**src/rtl/fetch_stage1_if.sv**
```systemverilog
// fetch_stage1_if: stage-0/imem/stage-2 facing signals of fetch stage 1
interface fetch_stage1_if;
  logic        stage0_valid;
  logic [63:0] instr_in;
  logic        stage2_stalled;
  logic        stage2_PC_en;
  logic        stage1_stalled;
  logic        stage1_PC_en;
  logic [1:0]  PC_sel;
  logic [31:0] jump_imm;
  logic        stage1_valid;
  logic [63:0] IR;
  logic        halted;
  modport slave (
    input  stage0_valid, instr_in, stage2_stalled, stage2_PC_en,
    output stage1_stalled, stage1_PC_en, PC_sel, jump_imm, stage1_valid, IR, halted
  );
  modport master (
    output stage0_valid, instr_in, stage2_stalled, stage2_PC_en,
    input  stage1_stalled, stage1_PC_en, PC_sel, jump_imm, stage1_valid, IR, halted
  );
endinterface

```
**src/rtl/fetch_stage1.sv**
```systemverilog
// fetch_stage1: two-entry instruction buffer, local JA resolution and fetch hold for branches/RET
module fetch_stage1 (
  input logic            clk,
  input logic            rst,
  fetch_stage1_if.slave  bus
);
  localparam logic [1:0] PC_SEL_PLUS_IMM = 2'b10;
  typedef enum logic [1:0] {RUN, WAIT_BR, HALT} state_t;
  state_t      state_q, state_d;
  logic        inflight_q;
  logic [1:0]  occ_q, occ_d, occ_ad;
  logic [63:0] ir_q, ir_d, skid_q, skid_d;
  logic [15:0] code;
  logic        is_ja, is_cj, is_ret, enq, drain;
  always_comb begin
    code    = bus.instr_in[63:48];
    is_ja   = inflight_q && code == 16'h0005;
    is_cj   = inflight_q && code[2:0] == 3'b101 && !is_ja;
    is_ret  = inflight_q && code[2:0] == 3'b110;
    enq     = inflight_q && !is_ja;
    drain   = occ_q != 2'd0 && !bus.stage2_stalled;
    occ_ad  = occ_q - {1'b0, drain};
    occ_d   = occ_ad + {1'b0, enq};
    ir_d    = enq && occ_ad == 2'd0 ? bus.instr_in : drain ? skid_q : ir_q;
    skid_d  = enq && occ_ad != 2'd0 ? bus.instr_in : skid_q;
    state_d = state_q == RUN     ? (is_cj ? WAIT_BR : is_ret ? HALT : RUN) :
              state_q == WAIT_BR ? (bus.stage2_PC_en ? RUN : WAIT_BR) : HALT;
  end
  always_ff @(posedge clk or negedge rst) begin
    if (!rst) begin
      state_q    <= RUN;
      inflight_q <= 1'b0;
      occ_q      <= 2'd0;
      ir_q       <= '0;
      skid_q     <= '0;
    end else begin
      state_q    <= state_d;
      inflight_q <= bus.stage0_valid;
      occ_q      <= occ_d;
      ir_q       <= ir_d;
      skid_q     <= skid_d;
    end
  end
  assign bus.stage1_PC_en   = state_q == RUN && is_ja;
  assign bus.PC_sel         = bus.stage1_PC_en ? PC_SEL_PLUS_IMM : 2'b00;
  assign bus.jump_imm       = bus.instr_in[31:0];
  assign bus.stage1_valid   = occ_q != 2'd0;
  assign bus.IR             = ir_q;
  assign bus.halted         = state_q == HALT;
  // CJMP/RET arrivals also hold fetch so no wrong-path word follows them
  assign bus.stage1_stalled = state_q != RUN || is_ja || is_cj || is_ret || occ_q == 2'd2 ||
                              (occ_q == 2'd1 && inflight_q && bus.stage2_stalled);
endmodule
```
**src/flat_wrapper.sv**
```systemverilog
// flat-port wrapper written by rule: the top's interface ports become plain ports
module fetch_stage1_flat 
  (clk, rst, bus_stage0_valid, bus_instr_in, bus_stage2_stalled, bus_stage2_PC_en, bus_stage1_stalled, bus_stage1_PC_en, bus_PC_sel, bus_jump_imm, bus_stage1_valid, bus_IR, bus_halted);
  fetch_stage1_if bus_i ();
  input logic clk;
  input logic rst;
  input wire logic [$bits(bus_i.stage0_valid)-1:0] bus_stage0_valid;
  input wire logic [$bits(bus_i.instr_in)-1:0] bus_instr_in;
  input wire logic [$bits(bus_i.stage2_stalled)-1:0] bus_stage2_stalled;
  input wire logic [$bits(bus_i.stage2_PC_en)-1:0] bus_stage2_PC_en;
  output wire logic [$bits(bus_i.stage1_stalled)-1:0] bus_stage1_stalled;
  output wire logic [$bits(bus_i.stage1_PC_en)-1:0] bus_stage1_PC_en;
  output wire logic [$bits(bus_i.PC_sel)-1:0] bus_PC_sel;
  output wire logic [$bits(bus_i.jump_imm)-1:0] bus_jump_imm;
  output wire logic [$bits(bus_i.stage1_valid)-1:0] bus_stage1_valid;
  output wire logic [$bits(bus_i.IR)-1:0] bus_IR;
  output wire logic [$bits(bus_i.halted)-1:0] bus_halted;
  assign bus_i.stage0_valid = bus_stage0_valid;
  assign bus_i.instr_in = bus_instr_in;
  assign bus_i.stage2_stalled = bus_stage2_stalled;
  assign bus_i.stage2_PC_en = bus_stage2_PC_en;
  assign bus_stage1_stalled = bus_i.stage1_stalled;
  assign bus_stage1_PC_en = bus_i.stage1_PC_en;
  assign bus_PC_sel = bus_i.PC_sel;
  assign bus_jump_imm = bus_i.jump_imm;
  assign bus_stage1_valid = bus_i.stage1_valid;
  assign bus_IR = bus_i.IR;
  assign bus_halted = bus_i.halted;
  fetch_stage1 u_core (.clk(clk), .rst(rst), .bus(bus_i));
endmodule
```
**config.mk**
```make
export PLATFORM = sky130hd
export DESIGN_NAME = fetch_stage1_flat
export DESIGN_NICKNAME = d
export VERILOG_FILES = /design/src/rtl/fetch_stage1_if.sv /design/src/rtl/fetch_stage1.sv /design/src/flat_wrapper.sv
export SDC_FILE = /design/constraint.sdc
export NUM_CORES = 1
export LEC_CHECK = 0
export ABC_AREA = 1
export BUFFER_PORTS_ARGS = -buffer_cell sky130_fd_sc_hd__buf_2
export CORE_MARGIN = 2
export CORE_UTILIZATION = 40
export CTS_CLUSTER_DIAMETER = 80
export DETAILED_ROUTE_END_ITERATION = 10
export PLACE_DENSITY_LB_ADDON = 0.1
export SLEW_MARGIN = 10
export SYNTH_ARGS = -nofsm -noshare
export SYNTH_HDL_FRONTEND = slang
export SYNTH_SLANG_ARGS = --single-unit
```
**constraint.sdc**
```tcl
create_clock -name clk -period 3.1 [get_ports clk]
set_input_delay 0 -clock clk [delete_from_list [all_inputs] [get_ports clk]]
set_output_delay 0 -clock clk [all_outputs]
set_load 0.02 [all_outputs]
```
# --- Word-level counts from Yosys, hierarchy flattened ---
# Cells that the tools add are included.
op_classes:
  add_sub_neg: 2
  muxes: 8
  n_reduce_logical: 24
  eq_ne: 7
op_table:
  columns: ["op", "count"]
  rows:
  - ["$mux 64", 2]
  - ["$eq 16x3->1 const B", 1]
  - ["$logic_and 1x1->1", 11]
  - ["$mux 2", 5]
  - ["$reduce_bool 2->1", 4]
  - ["$eq 3x3->1 const B", 2]
  - ["$logic_or 1x1->1", 5]
  - ["$eq 2x1->1 const B", 2]
  - ["$eq 2x2->1 const B", 2]
  - ["$logic_not 2->1", 2]
  - ["$add 2x1->2", 1]
  - ["$logic_not 1->1", 2]
  - ["$sub 2x1->2", 1]
  - ["$mux 1", 1]
totals:
  reg_bits: 133
  word_cells: 46

# --- Depth between registers and ports, before layout ---
logic_depth:
  word_depth: 8
  ltp_mapped: 14
  mapped_depth_nobuf: 11

# --- Worst setup path after synthesis ---
# No wires, ideal clock.
synth_path:
  kind: "flip-flop to flip-flop"
  startpoint: "reg u_core.occ_q[0]"
  endpoint: "reg u_core.ir_q[56] (netlist: u_core.bus.IR[56])"
  path_slack_ps: 1103
  t_required_ps: 2983
  n_path_buf: 3
  setup_time_ps: 117
  stages_incl_launch_ff: 14
  t_arrival_ps: 1880
  path_cell_list: "dfrtp_1 -> inv_1 -> a21oi_2 -> clkbuf_1 -> ha_1 -> inv_1 -> nand2_1 -> nand2_1 -> nor2_2 -> buf_4 -> buf_2 -> nand4_1 -> nand2_1 -> nand2_1"
synth_via:
  elab_chain_len: 6
synth_rtl:
  columns: ["element", "line_no", "rtl"]
  rows:
  - ["from (decl)", "fetch_stage1.sv:11", "logic [1:0] occ_q, occ_d, occ_ad;"]
  - ["from (signal assigned)", "fetch_stage1.sv:33", "occ_q <= 2'd0;"]
  - ["from (signal assigned)", "fetch_stage1.sv:39", "occ_q <= occ_d;"]
  - ["$reduce_bool 2->1", "fetch_stage1.sv:21", "drain = occ_q != 2'd0 && !bus.stage2_stalled;"]
  - ["$logic_and 1x1->1", "fetch_stage1.sv:21", null]
  - ["$sub 2x1->2", "fetch_stage1.sv:22", "occ_ad = occ_q - {1'b0, drain};"]
  - ["$logic_not 2->1", "fetch_stage1.sv:24", "ir_d = enq && occ_ad == 2'd0 ? bus.instr_in : drain ? skid_q : ir_q;"]
  - ["$logic_and 1x1->1", "fetch_stage1.sv:24", null]
  - ["$mux 64 or $reduce_bool 2->1 (tied branches)", null, null]
  - ["to (signal assigned)", "fetch_stage1.sv:40", "ir_q <= ir_d;"]
  - ["to (decl)", "fetch_stage1.sv:12", "logic [63:0] ir_q, ir_d, skid_q, skid_d;"]
# Parallel ways exist; a longest one is shown, timed or not.
# A chain may end at the register's enable or synchronous reset.

# --- Worst setup path after layout ---
layout_path:
  startpoint: "reg u_core.inflight_q"
  endpoint: "out bus_stage1_stalled"
layout_via:
  elab_chain_len: 7
layout_rtl:
  columns: ["element", "line_no", "rtl"]
  rows:
  - ["from (decl)", "fetch_stage1.sv:10", "logic inflight_q;"]
  - ["from (signal assigned)", "fetch_stage1.sv:38", "inflight_q <= bus.stage0_valid;"]
  - ["$logic_and 1x1->1", "fetch_stage1.sv:17", "is_ja = inflight_q && code == 16'h0005;"]
  - ["$logic_not 1->1", "fetch_stage1.sv:18", "is_cj = inflight_q && code[2:0] == 3'b101 && !is_ja;"]
  - ["$logic_and 1x1->1", "fetch_stage1.sv:18", null]
  - ["$logic_or 1x1->1 (3 in a row)", "fetch_stage1.sv:51", "assign bus.stage1_stalled = state_q != RUN || is_ja || is_cj || is_ret || occ_q == 2'd2 ||"]
  - ["$logic_or 1x1->1 *", "fetch_stage1.sv:51", null]
  - ["to (decl)", "flat_wrapper.sv:11", "output wire logic [$bits(bus_i.stage1_stalled)-1:0] bus_stage1_stalled;"]
# Mark *: on every way between the ends. The rest lies on a longest branch, timed or not.

==> metrics <==
WP data required 3.10 ns; Clock Path Buffers 2; RSZ-0062 raised after global routing false; synthesized cell area 6750 µm²; VDD IR max 0.000711 V; Ant. Diodes 0; LEAKAGE 4.76 nW; Seq cells post-synth 133; Final TNS setup 0 ns; hold_ws 0.218 ns; Final ANT Viol Nets 0; Final Cycle Share 77.0%; cell count after synthesis 856; clock tree root driver cell clkbuf_16; Synth Area per Inst 7.89 µm²; layout cell share with drive strength beyond 1 21.3%; FP Rows 47; CTS Buf Count 17; DR WL/cell 14.0 µm; type of the worst min-delay path in -> async; critical path class reg -> out; DR pass1 iterations 5; Die Span Y 134 µm; final slew viol count 0; Worst-Skew Late Latency 0.42 ns; first-pass GRT wire length 29100 µm; number of setup violations in the final report 0; Compound-Gate Fraction of Synth Area 5.28%; CP Cell Sequence buf_4 > nand4_1 > nand2_1 > a21oi_1 > o211ai_1 > buf_2; R2R depth 7; mux contribution to synthesized area 0%; port buffer count 169; GRT Total Usage 20.3%; pin count of the biggest net entering global routing 86; Layout Nets 1098; Max Clk Rate 0.419 GHz; Initial Utilization 40.9%; critical path arrival 2.39 ns; die area 17900 µm²; Reg clk slew, reported paths 0.06 ns; CP Launch Type flip-flop; max-cap violation count 0; syn nets 927; die width 134 µm; GPL Wtd Cong 0.743; crit-path max cell delay 0.79 ns; hpwl dp 10300 µm; DRC 0; initial antenna violation count 0; area grow syn2layout 29.1%; fillcell total 1583; CTS resizes 0; Hold Vio Cnt, Final 0; CTS Sinks 133; GR Overflow Total 0; Core Area 16500 µm²; Seq/Total Area, Yosys 49.3%; Yosys cell types 27; simple-gate share of the synthesized area 31.1%; H-tree depth 4; Cell Area, Placed 7380 µm²; Initial DRC Count 434; design area 8720 µm²; status complete, no violations; CP Capture Type output pin; vias post-DR 6050; Worst path slowest cell dfrtp_2; Slew HR 45.4%; Top Ports 171; post-layout min period 2.39 ns; pwr dens 1050 nW/µm²; clock skew 0.00615 ns; final WL 17600 µm; post-synthesis adder-cell area fraction 0.371%; vias in the first global route 5704; Via density 4.80; CTS tree yes; largest family of logic cells by synthesized area simple AND/OR/NAND/NOR gates; crit-path max FO 42; Worst Tran Pin Value 0.819 ns; yosys warns 0; XOR/XNOR share of the synthesized area 0.130%
## critical path: cells and delay by family, from the launching register on
family / cells / cell delay, ns
AO/OA/AOI/OAI: 2 / 0.12
buffers and inverters: 2 / 0.75
flip-flops: 1 / 0.79
AND/OR/NAND/NOR: 2 / 0.29
## Yosys cell counts
cell,count,area [µm²]
a21oi_1,2,10.0
nand2_4,1,11.3
nand4_1,66,413
buf_6,13,146
conb_1,1,3.75
clkbuf_1,13,48.8
buf_4,48,360
nor2_2,2,12.5
nand3_1,65,325
nand3b_4,1,20.0
nor2_4,1,11.3
nand3_2,1,10.0
xor2_1,1,8.76
ha_1,2,25.0
buf_2,20,100
nor3_1,1,5.00
a21oi_2,1,8.76
nor4_1,1,6.26
nor2_1,10,37.5
o21ai_0,31,155
o21ai_1,35,175
buf_1,3,11.3
inv_1,67,251
inv_2,4,15.0
dfrtp_1,133,3330
nand2_1,332,1250
o211ai_1,1,7.51
## metrics by stage
step | std cells | util [%] | total power, mW | setup WS, ns
3_3_place_gp | 1160 | 44.6 | 6.82 | 0.778
6_report | 1260 | 52.8 | 9.12 | 0.715
2_1_floorplan | 856 | - | 5.89 | 1.10
4_1_cts | 1260 | 52.8 | 9.23 | 0.685
5_1_grt | 1260 | 52.8 | 9.89 | 0.558
3_5_place_dp | 1160 | 44.6 | 6.85 | 0.714
## sequential cells by signal, summed over array words and instances (netlist names)
| name | flops |
|---|---|
| u_core.skid_q | 64 |
| u_core.inflight_q | 1 |
| u_core.state_q | 2 |
| u_core.bus.IR | 64 |
| u_core.occ_q | 2 |
## power breakdown
group	leakage (nW)	internal [mW]	total [mW]	switching (mW)
registers	1.62	2.61	3.07	0.460
logic	2.81	1.29	3.78	2.49
clock network	0.328	1.55	2.27	0.723
## per-layer routing
| metal | part of all wire, % | up-vias | global-route usage (%) |
|---|---|---|---|
| met4 | 1.1 | 0 | 6.21 |
| met3 | 4.1 | 15 | 3.82 |
| met2 | 47 | 168 | 32.6 |
| met5 | 0 | - | 0 |
| met1 | 48 | 2808 | 27.8 |
| li1 | - | 3059 | - |
## layout by cell type (no fill, tap or decap), drive strengths merged
| cell type | Yosys | routed |
|---|---|---|
| nand2 | 333 | 333 |
| buf | 84 | 181 |
| dfrtp | 133 | 133 |
| inv | 71 | 71 |
| dlygate4sd3 | 0 | 68 |
| nand4 | 66 | 66 |
| nand3 | 66 | 66 |
| o21ai | 66 | 66 |
| clkbuf | 13 | 22 |
| nor2 | 13 | 13 |
| bufinv | 0 | 6 |
| clkinv | 0 | 4 |
| a21oi | 3 | 3 |
| ha | 2 | 2 |
| nor3 | 1 | 1 |
| xor2 | 1 | 1 |
| nor4 | 1 | 1 |
| o211ai | 1 | 1 |
| nand3b | 1 | 1 |
| conb | 1 | 1 |
## final timing paths
kind                               startpoint            endpoint  slack, ns
max                         u_core.inflight_q  bus_stage1_stalled       0.71
min                                       rst   u_core.skid_q[42]       0.22
max reg2reg                   u_core.occ_q[0]   u_core.bus.IR[45]       0.79
min reg2reg                 u_core.skid_q[11]   u_core.skid_q[11]       0.48
max in group asynchronous                 rst   u_core.bus.IR[11]       2.15
min in group clk           bus_stage2_stalled     u_core.occ_q[1]       0.25
## cell families (layout without fill, tap and decap cells)
family                     count (synthesis)  count (layout)
AOI/OAI and AO/OA                         70              70
xor gates and xnor gates                   1               1
adders and majority gates                  2               2
buffers and inverters                    168             352
DFF                                      133             133
other                                      1               1
and+or+nand+nor                          481             481
## what timing repair did
item                      4_1_cts  5_1_grt
hold endpoints to repair      215        0
hold buffers                   68        0
buffers inserted                0        0
## final cells by class
class | instances | area [µm²] | area share [%]
repair buffers | 249 | 1670 | 19.2
flip-flops and latches | 133 | 3330 | 38.2
clock buffers | 22 | 464 | 5.32
clock inverters | 10 | 200 | 2.30
well taps | 220 | 275 | 3.16
inverters | 71 | 267 | 3.06
multi-input cells | 555 | 2510 | 28.8
No activity file was read; power rests on OpenSTA's default activity.
